### src/rtl/mem_access_sequencer.sv
// Purpose : MEM-stage sequencer for LC-3b word/byte/indirect loads and stores.
// Latency : direct = 2 stall cycles + COMMIT, indirect = 3 + COMMIT, +1 stall per memory wait cycle.
// Backpressure: mem_stall holds upstream from request acceptance until the final mem_resp.
//
// Ports:
//   clk, reset                  clock and synchronous active-high reset
//   req_valid/op/indirect/byte  request from the MEM stage (op 01 LOAD, 10 STORE, else NONE)
//   req_addr, req_wdata         effective byte address and store data
//   mem_*                       memory handshake; strobes held until mem_resp
//   ld_data                     load result, valid while done is high
//   mem_stall, done             pipeline hold and one-cycle completion pulse
//   stall_cycles, access_count  statistics, present only when MEM_SEQ_STATS_EN is defined
//
// Optional feature macro: MEM_SEQ_STATS_EN (adds the statistics outputs and counters).
module mem_access_sequencer #(
    parameter int DATA_W = 16,
    parameter int ADDR_W = 16
) (
    input  logic                  clk,
    input  logic                  reset,
    input  logic                  req_valid,
    input  logic [1:0]            req_op,
    input  logic                  req_indirect,
    input  logic                  req_byte,
    input  logic [ADDR_W-1:0]     req_addr,
    input  logic [DATA_W-1:0]     req_wdata,
    input  logic [DATA_W-1:0]     mem_rdata,
    input  logic                  mem_resp,
    output logic [ADDR_W-1:0]     mem_address,
    output logic                  mem_read,
    output logic                  mem_write,
    output logic [DATA_W-1:0]     mem_wdata,
    output logic [DATA_W/8-1:0]   mem_byte_enable,
    output logic [DATA_W-1:0]     ld_data,
    output logic                  mem_stall,
`ifdef MEM_SEQ_STATS_EN
    output logic [31:0]           stall_cycles,
    output logic [31:0]           access_count,
`endif
    output logic                  done
);

    localparam int LANES = DATA_W / 8;
    localparam int LSB_W = $clog2(DATA_W / 8);

    typedef enum logic [1:0] {
        IDLE   = 2'd0,
        PTR    = 2'd1,
        DATA   = 2'd2,
        COMMIT = 2'd3
    } stateT;

    stateT               state;
    stateT               nextState;

    // Request captured on acceptance; live request inputs are ignored afterwards.
    logic                latStore;
    logic                latIndirect;
    logic                latByte;
    logic [ADDR_W-1:0]   latAddr;
    logic [DATA_W-1:0]   latWdata;

    logic [ADDR_W-1:0]   ptrReg;
    logic [DATA_W-1:0]   ldDataReg;

    logic                newReq;
    logic [ADDR_W-1:0]   target;
    logic [LSB_W-1:0]    lane;
    logic [7:0]          laneByte;
    logic [DATA_W-1:0]   loadValue;

    assign newReq = req_valid && ((req_op == 2'b01) || (req_op == 2'b10));

    // Data phase address source: the fetched pointer for LDI/STI, else the ALU address.
    assign target   = latIndirect ? ptrReg : latAddr;
    assign lane     = target[LSB_W-1:0];
    assign laneByte = 8'(mem_rdata >> {lane, 3'b000});
    assign loadValue = latByte ? DATA_W'(laneByte) : mem_rdata;

    assign ld_data = ldDataReg;

    // Next-state and handshake outputs
    always_comb begin
        nextState       = state;
        mem_address     = '0;
        mem_read        = 1'b0;
        mem_write       = 1'b0;
        mem_wdata       = '0;
        mem_byte_enable = '0;
        mem_stall       = 1'b0;
        done            = 1'b0;

        case (state)
            IDLE: begin
                if (newReq) begin
                    mem_stall = 1'b1;
                    nextState = req_indirect ? PTR : DATA;
                end
            end

            PTR: begin
                // Pointer fetch is always a full aligned word, even for byte-indirect ops.
                mem_stall       = 1'b1;
                mem_read        = 1'b1;
                mem_address     = {latAddr[ADDR_W-1:LSB_W], {LSB_W{1'b0}}};
                mem_byte_enable = '1;
                if (mem_resp) begin
                    nextState = DATA;
                end
            end

            DATA: begin
                mem_stall = 1'b1;
                if (latByte) begin
                    mem_address     = target;
                    mem_byte_enable = LANES'(1) << lane;
                end else begin
                    mem_address     = {target[ADDR_W-1:LSB_W], {LSB_W{1'b0}}};
                    mem_byte_enable = '1;
                end
                if (latStore) begin
                    mem_write = 1'b1;
                    mem_wdata = latByte ? {LANES{latWdata[7:0]}} : latWdata;
                end else begin
                    mem_read = 1'b1;
                end
                if (mem_resp) begin
                    nextState = COMMIT;
                end
            end

            COMMIT: begin
                done      = 1'b1;
                nextState = IDLE;
            end

            default: begin
                nextState = IDLE;
            end
        endcase
    end

    // State register
    always_ff @(posedge clk) begin
        if (reset) begin
            state <= IDLE;
        end else begin
            state <= nextState;
        end
    end

    // Request latch, pointer and load-result registers
    always_ff @(posedge clk) begin
        if (reset) begin
            latStore    <= 1'b0;
            latIndirect <= 1'b0;
            latByte     <= 1'b0;
            latAddr     <= '0;
            latWdata    <= '0;
            ptrReg      <= '0;
            ldDataReg   <= '0;
        end else begin
            if ((state == IDLE) && newReq) begin
                latStore    <= (req_op == 2'b10);
                latIndirect <= req_indirect;
                latByte     <= req_byte;
                latAddr     <= req_addr;
                latWdata    <= req_wdata;
            end
            if ((state == PTR) && mem_resp) begin
                ptrReg <= ADDR_W'(mem_rdata);
            end
            if ((state == DATA) && mem_resp && !latStore) begin
                ldDataReg <= loadValue;
            end
        end
    end

`ifdef MEM_SEQ_STATS_EN
    // Free-running statistics, wrapping at 2^32.
    always_ff @(posedge clk) begin
        if (reset) begin
            stall_cycles <= '0;
            access_count <= '0;
        end else begin
            if (mem_stall) begin
                stall_cycles <= stall_cycles + 32'd1;
            end
            if (mem_resp && ((state == PTR) || (state == DATA))) begin
                access_count <= access_count + 32'd1;
            end
        end
    end
`else
    // Statistics build option disabled: no counters are instantiated.
`endif

endmodule

### config.mk
export PLATFORM = sky130hd
export DESIGN_NAME = mem_access_sequencer
export DESIGN_NICKNAME = d
export VERILOG_FILES = /design/src/rtl/mem_access_sequencer.sv
export SDC_FILE = /design/constraint.sdc
export NUM_CORES = 1
export LEC_CHECK = 0
export CAP_MARGIN = 20
export CORE_MARGIN = 2
export CORE_UTILIZATION = 49
export CTS_CLUSTER_SIZE = 16
export DETAILED_ROUTE_END_ITERATION = 10
export PLACE_DENSITY_LB_ADDON = 0.2
export SETUP_SLACK_MARGIN = 0.2
export SYNTH_ARGS = -nofsm -noshare
export SYNTH_HDL_FRONTEND = slang
export SYNTH_SLANG_ARGS = --single-unit
export TNS_END_PERCENT = 20
### constraint.sdc
create_clock -name clk -period 2.3 [get_ports clk]
set_input_delay 0.345 -clock clk [delete_from_list [all_inputs] [get_ports clk]]
set_output_delay 0.345 -clock clk [all_outputs]
set_load 0.05 [all_outputs]
## Word-level counts from Yosys, hierarchy flattened

Cells that the tools add are included.

- Register bits after elaboration: 69
- Bits of input ports: 56
- Logic and storage cells: 49
- Output and inout port bits: 54

- Mux-type cells: 21
- Eq/ne operators: 8
- Reductions and logical operators: 10
- Shift-type cells: 2

Operators with widths:

| kind | count |
|---|---|
| $mux W16 | 5 |
| $pmux W16 S2 | 1 |
| $shr A16 B4 Y8 | 1 |
| $mux W2 | 5 |
| $pmux W2 S4 | 1 |
| $eq A2 B2 Y1 const B | 3 |
| $mux W1 | 6 |
| $ne A2 B2 Y1 const B | 3 |
| $logic_and A1 B1 Y1 | 5 |
| $eq A2 B1 Y1 const B | 2 |
| $pmux W1 S2 | 2 |
| $pmux W2 S2 | 1 |
| $reduce_and A3 Y1 | 1 |
| $logic_not A2 Y1 | 1 |
| $reduce_or A2 Y1 | 1 |
| $shl A1 B1 Y2 const A | 1 |
| $logic_not A1 Y1 | 1 |
| $logic_or A1 B1 Y1 | 1 |

## Longest topological paths before layout

- Depth in word-level cells: 5
- Gate-level depth with buffers: 8

## Worst setup path after synthesis

Ideal clock, no wire load.

- Path type: register to output
- Start point: reg state[1]
- End point: out mem_address[12]
- Slack: -0.193 ns
- Buffers on the path: 1
- Arrival: 2.148 ns
- Cell stages (with the launch flop): 5
- Required time: 1.955 ns
- Cell sequence: dfxtp_1 > inv_1 > ha_1 > clkbuf_1 > a21boi_0

- Cells in the longest elaborated chain, start to end: 2
- Elaborated cells between the ends (all ways): 3
- Classes of those cells: eq/ne (2); mux (1)

Ends and longest elaborated chain:

| what | RTL line | source |
|---|---|---|
| start, declared | 53 | `stateT state;` |
| start signal, assigned | 148 | `state <= nextState;` |
| $eq A2 B2 Y1 or $eq A2 B1 Y1 (tied branches) | 93 | `case (state)` |
| $pmux W16 S2 (*) | 93 |  |
| end, declared | 29 | `output logic [ADDR_W-1:0] mem_address,` |

Every way passes the cells marked *; elsewhere a longest branch is shown, timed or not.

## Final worst setup path

- Start point: reg state[0]
- End point: out mem_address[12]

The elaborated chain is that of the path after synthesis.

==> impl_results.rst <==
.. list-table::
   :header-rows: 1

   * - Metric
     - Value
   * - Cell Pwr Density
     - 906 nW/um^2
   * - Number of violations of the max-capacitance limit
     - 0
   * - Crit path capture type
     - output port
   * - Clock buffer depth
     - 2
   * - Vias
     - 3369
   * - Post-detail-place hpwl
     - 6690 um
   * - Nature of the critical path startpoint
     - register
   * - Final core utilization
     - 0.796
   * - Weighted congestion at the end of routability-driven global placement
     - 0.829
   * - Number of routed nets with antenna violations
     - 0
   * - Cell taking the most area after synthesis
     - dfxtp_1
   * - Effective utilization at floorplan
     - 0.514
   * - Number of buffers added to fix hold violations after cts
     - 0
   * - Fraction of post-synthesis cell area in the top cell type by area
     - 0.416
   * - Number of cell rows
     - 29
   * - Sw Ratio
     - 0.384
   * - Worst Clk Skew
     - 0.00788 ns
   * - Result of the run
     - finished, final reports clean
   * - P_sw
     - 1.79 mW
   * - Global-route wire length before repair
     - 15900 um
   * - CP Cell Sequence
     - inv_4 > ha_2 > nor2b_1 > o21ai_0 > a21boi_2 > buf_12
   * - Mapped cell area
     - 3320 sq um
   * - Cell total after placement
     - 587
   * - Setup violators final
     - 0
   * - Data arrival time of the critical path
     - 1.77 ns
   * - Critical Path RT
     - 1.96 ns
   * - Total wire length after detailed routing
     - 10100 um
   * - Clk pin slew, worst setup/hold paths
     - 0.08 ns
   * - Total Routing Usage GR
     - 0.271
   * - Number of synthesized flops with an enable pin
     - 0
   * - Power consumption
     - 4.66 mW
   * - Ranking of synthesized cells by area
     - dfxtp_1 42%, nand2_1 14%, a21oi_1 8.9%
   * - Average vias per placed instance
     - 5.54
   * - Max stage delay on crit path
     - 0.36 ns
   * - Flip-flop and latch count after synthesis
     - 69
   * - Core area
     - 6460 sq um
   * - DRC errors left
     - 0
   * - Count of input and output buffers
     - 109
   * - # H-tree levels
     - 3
   * - RSZ-0062 raised after global routing
     - yes
   * - Remaining global-route overflow
     - 0
   * - WP buf/inv
     - 2
   * - Final WS setup
     - 0.187 ns
   * - Slew at the pin closest to its max-slew limit
     - 0.642 ns
   * - Area growth from synthesis to final layout
     - 54.9%
   * - Period utilisation layout
     - 0.919
   * - Sequential cell area fraction in the yosys report
     - 0.416
   * - Share of flip-flops with an asynchronous set or reset after synthesis
     - 0
   * - Worst slack on hold paths
     - 0.455 ns
   * - Starting DRT DRC Count
     - 246
   * - Most common cell in the netlist
     - nand2_1
   * - Clock root buffer
     - clkbuf_8
   * - Count of distinct cell types in the synthesized netlist
     - 35
   * - Number of antenna diodes
     - 0
   * - Average wire per cell in the routed design
     - 16.6 um
   * - Number of iterations in the first detailed-routing pass
     - 5
   * - Post-synthesis cell count
     - 425
   * - Antenna violations before repair
     - 0
   * - Number of filler cells placed in the layout
     - 421
   * - Leakage power of the design
     - 1.79 nW
   * - Internal Power
     - 2.87 mW
   * - Area of the die
     - 7450 sq um
   * - CTS sink count
     - 69
   * - Insertion delay of the later-clocked pin in the worst-skew pair
     - 0.35 ns
   * - Die Span X
     - 86.3 um
   * - Warnings, synthesis
     - 0
   * - Average size of a mapped cell
     - 7.81 sq um
   * - CTS tree
     - built
   * - Combinational cell fraction of total power
     - 0.451
   * - Maximum clock rate
     - 473 MHz
   * - Height of the die
     - 86.3 um
   * - Cell with the largest stage delay on the worst path
     - dfxtp_2
   * - Type of the tightest min-delay check
     - register to register
   * - Number of buffers added by the clock tree synthesis step
     - 9
   * - Layout cells sized above 1
     - 0.218
   * - Commonest cells in the netlist
     - 127 x nand2_1, 69 x dfxtp_1, 59 x a21oi_1
   * - Crit Path Max Fanout
     - 8
   * - Relative slew slack
     - 0.572
   * - Pre-CTS WS
     - 0.191 ns
   * - I/O pin count
     - 110
   * - Number of max-slew violations in the final report
     - 0
   * - Final Critical Period
     - 2.11 ns
   * - Kind of critical path
     - register to output port
   * - Worst ir drop on vdd
     - 556 uV
   * - Number of non-filler instances in the completed layout
     - 608
   * - Kind of cell adding the most delay to the critical path
     - flip-flops
   * - Post-layout nets
     - 589
   * - Dominant synthesized flop cell
     - dfxtp_1
   * - Sequential fraction of design power
     - 0.323
   * - Largest net degree at the start of global routing
     - 36
   * - Final Hold Viols
     - 0
   * - Vias in the first global route
     - 3203
   * - Post-Syn Nets
     - 488
   * - Clock power share
     - 0.225
power groups by stage:
stage / logic, mW / registers [mW] / clock network (mW)
after floorplan: 1.10 / 1.63 / 0
after global placement: 1.82 / 1.49 / 0
after detailed placement: 1.85 / 1.50 / 0
after CTS: 2.06 / 1.50 / 1.05
after global routing: 2.22 / 1.52 / 1.10
final: 2.10 / 1.51 / 1.05
metrics by stage:
| step | area [sq um] | TNS, ns |
|---|---|---|
| floorplan | 3320 | -0.760 |
| global placement | 4740 | 0 |
| detailed placement | 4740 | 0 |
| CTS | 5130 | 0 |
| global route | 5140 | 0 |
| finish | 5140 | 0 |
final timing paths:
path / start / slack [ns] / end / cells after the start
min: ld_data[14]$_SDFFE_PP0P_ / 0.45 / ld_data[14]$_SDFFE_PP0P_ / 2
max reg2reg: state[0]$_SDFFE_PP0P_ / 0.63 / state[0]$_SDFFE_PP0P_ / 6
min reg2reg: ld_data[14]$_SDFFE_PP0P_ / 0.45 / ld_data[14]$_SDFFE_PP0P_ / 2
max: state[0]$_SDFFE_PP0P_ / 0.19 / mem_address[12] / 6
area by class of cell:
type,count,area [sq um],area share
multi-input cells,319,1880,0.365
repair buffers,123,1550,0.302
flip-flops and latches,69,1390,0.270
clock buffers,12,165,0.0321
well taps,77,96.3,0.0187
clock inverters,4,45.0,0.00876
inverters,4,17.5,0.00341
logic make-up (layout without fill, tap and decap cells):
kind of cell             after synthesis  in the layout  share of synthesized area
AO/OA/AOI/OAI                        116            116                      0.220
adder cells (fa/ha/maj)                7              7                     0.0264
buffers and inverters                 38            143                     0.0622
flip-flops                            69             69                      0.416
multiplexers                          11             11                     0.0388
AND/OR/NAND/NOR                      184            185                      0.237
placed cells by master (no fill, tap or decap), types with 10 or more instances in the layout:
master	count
clkdlybuf4s50_1	70
nor2_2	11
buf_4	15
nand3_1	17
a21oi_1	59
buf_12	35
dfxtp_1	66
nand2_1	126
a21boi_2	10
o21ai_0	14
clkbuf_8	12
what timing repair did:
action | CTS | global route
pin swaps | 2 | 1
resized for setup | 44 | 8
buffers inserted | 4 | 0
gates cloned | 1 | 0
endpoints found under the setup margin | 29 | 14
metal layers:
layer | share of wire | GRT usage | vias up
met5 | 0 | 0 | -
met4 | 0.026 | 0.122 | 0
met3 | 0.067 | 0.0581 | 26
met2 | 0.49 | 0.466 | 144
met1 | 0.42 | 0.327 | 1564
li1 | - | - | 1635
worst min-delay path: stages, from the launching register on:
cell	delay, ns
dfxtp_1	0.31
nand2_1	0.05
a21oi_1	0.05
sequential cells by signal, indices dropped and copies added, names as in the netlist:
name and count:
latByte 1, state 2, latIndirect 1, latStore 1, ld_data 16, latAddr 16, ptrReg 16, latWdata 16
(Power assumes the default switching activity.)
